$ cat config.mk
export PLATFORM = sky130hd
export DESIGN_NAME = vga_timing
export DESIGN_NICKNAME = d
export VERILOG_FILES = /design/src/rtl/vga_timing_pkg.sv /design/src/rtl/vga_axis_counter.sv /design/src/rtl/vga_timing.sv
export SDC_FILE = /design/constraint.sdc
export NUM_CORES = 1
export LEC_CHECK = 0
export ABC_AREA = 1
export CORE_MARGIN = 1
export CORE_UTILIZATION = 30
export CTS_BUF_LIST = sky130_fd_sc_hd__clkbuf_2 sky130_fd_sc_hd__clkbuf_4 sky130_fd_sc_hd__clkbuf_8
export DETAILED_ROUTE_END_ITERATION = 16
export PLACE_DENSITY = 0.55
export SLEW_MARGIN = 10
export SYNTH_ARGS = -nofsm -noshare
export SYNTH_HDL_FRONTEND = slang
export SYNTH_SLANG_ARGS = --single-unit
$ cat constraint.sdc
create_clock -name clk -period 1.9 [get_ports clk]
set_clock_uncertainty 0.15 [all_clocks]
set_input_delay 0.38 -clock clk [delete_from_list [all_inputs] [get_ports clk]]
set_output_delay 0.38 -clock clk [all_outputs]
set_load 0.05 [all_outputs]
$ cat src/rtl/vga_timing_pkg.sv
// Shared constants for the VGA raster timing generator: 640x480@60 defaults,
// frame-total derivation and coordinate width.
package vga_timing_pkg;

  localparam int unsigned CoordW   = 10;
  localparam int unsigned MaxTotal = 1 << CoordW;

  localparam int unsigned DefHVisible = 640;
  localparam int unsigned DefHFront   = 16;
  localparam int unsigned DefHSync    = 96;
  localparam int unsigned DefHBack    = 48;
  localparam int unsigned DefVVisible = 480;
  localparam int unsigned DefVFront   = 10;
  localparam int unsigned DefVSync    = 2;
  localparam int unsigned DefVBack    = 33;
  localparam bit          DefSyncPol  = 1'b0;

  function automatic int unsigned axis_total(input int unsigned visible,
                                             input int unsigned front,
                                             input int unsigned sync,
                                             input int unsigned back);
    return visible + front + sync + back;
  endfunction

endpackage

$ cat src/rtl/vga_axis_counter.sv
// One raster axis: enabled position counter that wraps at TOTAL-1, plus the
// visible-region and sync-window decodes for that axis.
module vga_axis_counter
  import vga_timing_pkg::*;
#(
  parameter int unsigned VISIBLE  = DefHVisible,
  parameter int unsigned FRONT    = DefHFront,
  parameter int unsigned SYNC     = DefHSync,
  parameter int unsigned BACK     = DefHBack,
  parameter bit          SYNC_POL = DefSyncPol
) (
  input  logic              clk,
  input  logic              restart_n,
  input  logic              en,
  output logic [CoordW-1:0] count,
  output logic              wrap,
  output logic              sync,
  output logic              visible
);

  localparam int unsigned Total     = axis_total(VISIBLE, FRONT, SYNC, BACK);
  localparam int unsigned SyncStart = VISIBLE + FRONT;
  localparam int unsigned SyncEnd   = SyncStart + SYNC;
  localparam logic [CoordW-1:0] Last = CoordW'(Total - 1);

  logic [CoordW-1:0] count_d, count_q;
  logic [31:0]       count_ext;
  logic              at_last;
  logic              in_sync;

  assign at_last = (count_q == Last);

  always_comb begin
    count_d = count_q;
    if (en) begin
      count_d = at_last ? '0 : count_q + CoordW'(1);
    end
  end

  always_ff @(posedge clk or negedge restart_n) begin
    if (!restart_n) begin
      count_q <= '0;
    end else begin
      count_q <= count_d;
    end
  end

  // Widen before comparing so window bounds up to MaxTotal never truncate.
  assign count_ext = 32'(count_q);
  assign in_sync   = (count_ext >= SyncStart) && (count_ext < SyncEnd);

  assign count   = count_q;
  assign wrap    = en & at_last;
  assign visible = (count_ext < VISIBLE);
  assign sync    = in_sync ? SYNC_POL : ~SYNC_POL;

endmodule

$ cat src/rtl/vga_timing.sv
// VGA raster timing generator: pixel coordinates, syncs, active video and line/frame ticks.
// Define VGA_TIMING_OUTREG_EN to register every output (one clk of latency, all aligned).
module vga_timing
  import vga_timing_pkg::*;
#(
  parameter int unsigned H_VISIBLE  = DefHVisible,
  parameter int unsigned H_FRONT    = DefHFront,
  parameter int unsigned H_SYNC     = DefHSync,
  parameter int unsigned H_BACK     = DefHBack,
  parameter int unsigned V_VISIBLE  = DefVVisible,
  parameter int unsigned V_FRONT    = DefVFront,
  parameter int unsigned V_SYNC     = DefVSync,
  parameter int unsigned V_BACK     = DefVBack,
  parameter bit          H_SYNC_POL = DefSyncPol,
  parameter bit          V_SYNC_POL = DefSyncPol
) (
  input  logic              clk,
  input  logic              restart_n,
  input  logic              pixel_en,
  output logic [CoordW-1:0] x,
  output logic [CoordW-1:0] y,
  output logic              video_on,
  output logic              hsync,
  output logic              vsync,
  output logic              line_tick,
  output logic              frame_tick
);

  localparam int unsigned HTotal = axis_total(H_VISIBLE, H_FRONT, H_SYNC, H_BACK);
  localparam int unsigned VTotal = axis_total(V_VISIBLE, V_FRONT, V_SYNC, V_BACK);

  if (HTotal > MaxTotal) begin : g_h_total_check
    $error("vga_timing: horizontal total exceeds coordinate range");
  end
  if (VTotal > MaxTotal) begin : g_v_total_check
    $error("vga_timing: vertical total exceeds coordinate range");
  end

  logic [CoordW-1:0] h_count, v_count;
  logic              h_wrap, v_wrap;
  logic              h_sync_c, v_sync_c;
  logic              h_vis, v_vis;
  logic              v_en;

  // The vertical axis only steps on the enabled cycle that ends a line.
  assign v_en = h_wrap;

  vga_axis_counter #(
    .VISIBLE  (H_VISIBLE),
    .FRONT    (H_FRONT),
    .SYNC     (H_SYNC),
    .BACK     (H_BACK),
    .SYNC_POL (H_SYNC_POL)
  ) u_h_axis (
    .clk       (clk),
    .restart_n (restart_n),
    .en        (pixel_en),
    .count     (h_count),
    .wrap      (h_wrap),
    .sync      (h_sync_c),
    .visible   (h_vis)
  );

  vga_axis_counter #(
    .VISIBLE  (V_VISIBLE),
    .FRONT    (V_FRONT),
    .SYNC     (V_SYNC),
    .BACK     (V_BACK),
    .SYNC_POL (V_SYNC_POL)
  ) u_v_axis (
    .clk       (clk),
    .restart_n (restart_n),
    .en        (v_en),
    .count     (v_count),
    .wrap      (v_wrap),
    .sync      (v_sync_c),
    .visible   (v_vis)
  );

`ifdef VGA_TIMING_OUTREG_EN
  logic [CoordW-1:0] x_q, y_q;
  logic              video_on_q, hsync_q, vsync_q, line_tick_q, frame_tick_q;

  always_ff @(posedge clk or negedge restart_n) begin
    if (!restart_n) begin
      x_q          <= '0;
      y_q          <= '0;
      video_on_q   <= 1'b0;
      hsync_q      <= ~H_SYNC_POL;
      vsync_q      <= ~V_SYNC_POL;
      line_tick_q  <= 1'b0;
      frame_tick_q <= 1'b0;
    end else begin
      x_q          <= h_count;
      y_q          <= v_count;
      video_on_q   <= h_vis & v_vis;
      hsync_q      <= h_sync_c;
      vsync_q      <= v_sync_c;
      line_tick_q  <= h_wrap;
      frame_tick_q <= v_wrap;
    end
  end

  assign x          = x_q;
  assign y          = y_q;
  assign video_on   = video_on_q;
  assign hsync      = hsync_q;
  assign vsync      = vsync_q;
  assign line_tick  = line_tick_q;
  assign frame_tick = frame_tick_q;
`else
  assign x          = h_count;
  assign y          = v_count;
  assign video_on   = h_vis & v_vis;
  assign hsync      = h_sync_c;
  assign vsync      = v_sync_c;
  assign line_tick  = h_wrap;
  assign frame_tick = v_wrap;
`endif

endmodule

==> flow_summary.json <==
{
  "setup_viol": 3,
  "rsz0062_at_grt": "true",
  "worstSkewPairLatency_ns": 0.26,
  "ys_ff_latch": 20,
  "whs_ns": 0.3101,
  "hold_buffers": 0,
  "worst_setup_path_start_kind": "register",
  "gp_congestion": 0.8474,
  "grt_pass1_vias": 1183,
  "end_kind": "output port",
  "yosysTopAreaCell": "dfrtp_1",
  "finalNonFillerCells": 276,
  "maxCapViolations": 0,
  "initial_core_util_pct": 31.46,
  "core_area_um2": 4029,
  "yosysUniqueCellTypes": 27,
  "grt_max_degree": 21,
  "nFillCells": 380,
  "relSlewSlack_pct": 81.63,
  "first_iter_violations": 34,
  "clkTransAtPathRegs_ns": 0.08,
  "via_count": 1324,
  "layout_setup_ws_ns": -0.2434,
  "ant_nets": 0,
  "dpl.hpwl_um": 2471,
  "final_core_utilization_pct": 52.52,
  "routed_wl_um": 3433,
  "worstPathMaxFanout": 3,
  "port_buffers": 27,
  "violations": "setup timing",
  "synth_nets": 169,
  "avgViaCountPerCell": 4.797,
  "cts_root_buf": "clkbuf_8",
  "pin_count": 28,
  "seq_area_frac_synth_pct": 39.49,
  "worst-slew-pin-transition_ns": 0.2736,
  "area_growth_pct": 66.93,
  "report.final.slew_viol_count": 0,
  "placedCellCount": 253,
  "fin_crit_sh_pct": 112.8,
  "h-tree-depth": 1,
  "arrival_ns": 1.61,
  "cts_tree": "built",
  "powerDensity_nw_per_um2": 754.4,
  "drc_errors": 0,
  "total_power_mw": 1.596,
  "first_pass_iters": 4,
  "antennaDiodeCount": 0,
  "ys_warn_count": 0,
  "period_needed_ns": 2.143,
  "die-height_um": 67,
  "layout-drive-gt1-share_pct": 51.77,
  "overflow": 0,
  "status": "finished, violations left",
  "grt_pass1_wl_um": 5292,
  "rows": 23,
  "clkSinkCount": 20,
  "nNetsFinal": 234,
  "cts_buffers": 3,
  "syn_area_um2": 1267,
  "clock_path_buffers": 2,
  "regArea_um2": 520.5,
  "setup_tns_ns": -0.4144,
  "antenna_found_initial": 0,
  "wl_per_cell_um": 12.44,
  "vdd_drop_max_mv": 0.2741,
  "postSynthAreaPerCell_um2": 7.824,
  "grt_usage_pct": 15.92,
  "multi_input_area_um2": 726.9,
  "min-delay-path-class": "in -> async",
  "synth_top_area_share_pct": 39.49,
  "ys_top_cells_by_area": "dfrtp_1, nand2_1, inv_1, nand3_1, nor2_1",
  "die_w_um": 67,
  "fmax_ghz": 0.4665,
  "synthCells": 162,
  "crit_required_ns": 1.37,
  "power.leakage_nw": 0.9992,
  "crit_type": "reg -> out",
  "dieArea_um2": 4489,
  "hold_violations": 0
}
layer usage:
layer | global-route usage [%] | wire (um) | vias up | part of all wire, %
met1 | 18.88 | 1527 | 631 | 44
li1 | - | - | 660 | -
met3 | 2.911 | 125 | 5 | 3.6
met2 | 27.38 | 1732 | 28 | 50
met5 | 0 | 0 | - | 0
met4 | 7.181 | 47 | 0 | 1.4
cells by family (layout without fill, tap and decap cells):
kind of cell | Yosys count | count (layout) | share of synthesized area, %
simple gates | 83 | 83 | 33.76
buf+inv | 30 | 94 | 9.970
compound gates | 19 | 19 | 8.687
fa+ha+maj | 4 | 4 | 3.949
flops | 20 | 20 | 39.49
xor+xnor | 6 | 6 | 4.146
placed cells by master, fill, tap and decap left out, drive strengths merged:
cell and instances:
nand3 12, a41oi 1, buf 61, nor4 2, o21ai 12, a31o 1
o211ai 2, nand4 9, xor2 6, clkbuf 5, nor3 4, o21bai 1
nor2 24, inv 25, ha 4, nand2 30, clkinvlp 1, a21oi 2
or2 1, nand3b 1, dfrtp 20, clkdlybuf4s50 2
worst paths after layout:
kind,from,end,slack [ns],depth (start not counted)
max reg2reg,u_h_axis.count[1],u_h_axis.count[3],0.22,8
max in group asynchronous,restart_n,u_v_axis.count[4],1.05,2
min in group clk,u_h_axis.count[2],u_h_axis.count[2],0.41,2
min,restart_n,u_h_axis.count[3],0.31,2
max,u_v_axis.count[0],frame_tick,-0.24,7
min reg2reg,u_h_axis.count[2],u_h_axis.count[2],0.41,2
metrics by stage:
| stage | setup slack [ns] | cell area, um2 |
|---|---|---|
| floorplan | -0.1400 | 1354 |
| global placement | -0.05037 | 1856 |
| detailed placement | -0.05009 | 1856 |
| CTS | -0.2775 | 1986 |
| global route | -0.3210 | 2116 |
| finish | -0.2434 | 2116 |
synthesized netlist by cell type:
cell type / count
nand2_2: 3
buf_2: 2
ha_1: 4
or2_2: 1
o21ai_0: 5
nand3_1: 12
nor3_1: 4
nor2_4: 4
nor2_2: 4
nor2_1: 16
dfrtp_1: 20
buf_6: 1
a21oi_1: 2
o211ai_1: 2
nor4_1: 2
a31o_2: 1
inv_2: 3
nand4_1: 8
o21bai_1: 1
nand4_4: 1
nand2_1: 27
buf_4: 1
inv_1: 23
o21ai_1: 7
a41oi_1: 1
xor2_1: 6
nand3b_1: 1
sequential cells by signal, summed over array words and instances (netlist names):
signal and flops:
u_v_axis.count 10, u_h_axis.count 10
area by class of cell:
class | count | area share [%]
inverter | 26 | 4.908
tap | 50 | 2.957
sequential | 20 | 24.60
clock buffer | 4 | 2.602
multi-input combinational | 112 | 34.36
timing repair buffer | 64 | 30.57
report_power, final:
| group | internal, mW | switching (mW) | total (mW) |
|---|---|---|---|
| Combinational | 0.283 | 0.416 | 0.699 |
| Sequential | 0.489 | 0.0714 | 0.560 |
| Clock | 0.185 | 0.152 | 0.337 |
| Total | 0.957 | 0.639 | 1.60 |
repair_timing:
| action | CTS | global route |
|---|---|---|
| setup endpoints to repair | 5 | 5 |
| pin swaps | 7 | 8 |
| buffers inserted | 6 | 13 |
| resized for setup | 9 | 12 |
critical path, cell delays in order (launching register included):
cell and delay [ns]:
dfrtp_2 0.41, inv_2 0.07, ha_1 0.14, inv_1 0.05, nor4_1 0.17, nand4_1 0.21, nor2_4 0.15, buf_12 0.14
Power figures use the tool's default switching activity.
==> edit, RTL diff (same flow settings) <==
Build with the macro `VGA_TIMING_OUTREG_EN` defined.
--- a/src/rtl/vga_timing.sv
+++ b/src/rtl/vga_timing.sv
@@ -1,4 +1,6 @@
 // VGA raster timing generator: pixel coordinates, syncs, active video and line/frame ticks.
 // Define VGA_TIMING_OUTREG_EN to register every output (one clk of latency, all aligned).
+`define VGA_TIMING_OUTREG_EN
+
 module vga_timing
   import vga_timing_pkg::*;
Formal check against the unedited RTL: not equivalent (Yosys sat finds a counterexample within 4 cycles, from zero or initial values).
==> edit against the original RTL <==
- sequential cell count rose by 25
- wire length is 0.96% lower
- worst setup slack improved by 0.54 ns
- design area is 12% higher
- total power grew 45%
- count of clock-buffer cells in the layout grew 3
- synthesized area grew 50%
- largest cell class is now sequential cells
- highest routed layer unchanged
==> edit: results (changes against the original RTL) <==
Outcome: finished clean
TNS Setup: 0 ns (+0.4144 ns)
CTS root buf: clkbuf_8
Yosys cell types: 28 (+3.7%)
Wire per inst: 11.26 µm (-9.5%)
Peak fanout along the critical path: 6 (+3)
# diodes: 0 (unchanged)
Overall Global Routing Usage: 12.09% (-3.8 points)
Number of global-route vias before repair: 1,283 (+8.5%)
Drt first pass iters: 4 (unchanged)
Clk pin slew, worst setup/hold paths: 0.08 ns (about the same)
Largest net degree at the start of global routing: 27 (+29%)
Clock latency on the worst-skew pair: 0.30 ns (+0.04 ns)
Layout cells sized above 1: 26.87% (-25 points)
Grt met2 use: 19.42% (-8.0 points)
Peak VDD IR: 0.6212 mV (+130%)
Post-DR vias/cell: 4.374 (-8.8%)
Post-CTS Setup Bufs: 0 (-6)
Fillcell total: 585 (+54%)
1st-iter DRT viols: 36 (+5.9%)
Nets: 233 (-0.43%)
Max Cap Viol: 0 (unchanged)
Sequential area share after synthesis: 59.54% (+20 points)
Gp weighted congestion: 0.7549 (-11%)
Most common flop cell mapped by yosys: dfrtp_1
Tightest Hold Check Type: flop to flop
LEAKAGE: 0.001171 µW (+17%)
Area contributors post-synth: dfrtp_1 (57%), nand2_1 (5.3%), inv_1 (4.6%)
Commonest cells post-synth: dfrtp_1 (43), nand2_1 (27), inv_1 (23), nor2_1 (16), nand3_1 (12)
Met3 GRT Util: 4.333% (+1.4 points)
Syn_nets: 194 (+15%)
Number of port buffers: 27 (unchanged)
Routing usage on met1: 14.71% (-4.2 points)
DP Worst Slack: -0.01319 ns (+0.03690 ns)
FFs w/ async S/R, synth: 100.0% (unchanged)
Initial antenna violation count: 0 (unchanged)
CTS Buf Count: 5 (+2)
Worst path arrival time: 1.67 ns (+0.06 ns)
First-pass GRT wire length: 5940 µm (+12%)
H-tree depth: 2 (+1)
DP Wirelength: 2542 µm (+2.9%)
Yosys warns: 0 (unchanged)
Relative slew slack: 68.12% (-14 points)
CTS max path bufs: 2 (unchanged)
-- edit: logic make-up after synthesis --
group / Yosys count / share of synthesized area (%)
flops: 45 / 59.54
compound gates: 19 / 5.808
simple gates: 83 / 22.57
fa+ha+maj: 4 / 2.640
buf+inv: 30 / 6.667
xor+xnor: 6 / 2.772
-- edit: critical path, stage by stage, from the launching register on --
cell and delay, ns:
dfrtp_1 0.42, ha_1 0.22, inv_2 0.06, nor2_4 0.12, nand4_4 0.11, nor2_4 0.13
buf_4 0.16, nand3_1 0.06, o21ai_1 0.09
-- edit: repair_timing --
item	in CTS	in global routing
gates resized for setup	0	0
hold buffers	1	0
hold endpoints to repair	18	0
endpoints found under the setup margin	0	0
-- edit: worst paths after layout --
| path | start | endpoint | slack, ns | depth (start not counted) |
|---|---|---|---|---|
| setup reg to reg | u_h_axis.count[1] | u_v_axis.count[1] | 0.30 | 8 |
| setup / recovery | u_h_axis.count[1] | u_v_axis.count[1] | 0.30 | 8 |
| hold / removal | u_h_axis.count[3] | x[3] | 0.28 | 0 |
| min in group asynchronous | restart_n | u_v_axis.count[7] | 0.42 | 2 |
| max in group asynchronous | restart_n | hsync | 0.62 | 3 |
| hold reg to reg | u_h_axis.count[3] | x[3] | 0.28 | 0 |
-- edit: final cells by class --
class,count,area share (%)
flip-flops and latches,45,47.57
clock inverters,1,0.2110
repair buffers,36,13.08
multi-input cells,112,27.00
well taps,75,3.956
clock buffers,7,4.061
inverters,26,4.114
-- edit: through the flow --
stage / util [%] / total power [µW] / cells / cell area [µm²] / hold slack (ns)
floorplan: - / 1539 / 187 / 1896 / -0.06559
global placement: 37.74 / 1704 / 293 / 2261 / 0.2133
detailed placement: 37.74 / 1708 / 293 / 2261 / 0.2196
CTS: 39.60 / 2355 / 302 / 2372 / 0.2885
global route: 39.60 / 2443 / 302 / 2372 / 0.3068
finish: 39.60 / 2311 / 302 / 2372 / 0.2812
-- edit: layer usage --
metal	wire length, µm	share of wire (%)	vias to the layer above
met5	0	0	-
met3	162	4.8	6
met1	1582	47	610
met4	55	1.6	0
li1	-	-	682
met2	1601	47	23
-- edit: power by group --
group	leakage, µW	internal, µW	switching, µW
Clock	0.0000542	328	300
Sequential	0.000549	1070	92.5
Combinational	0.000568	164	360
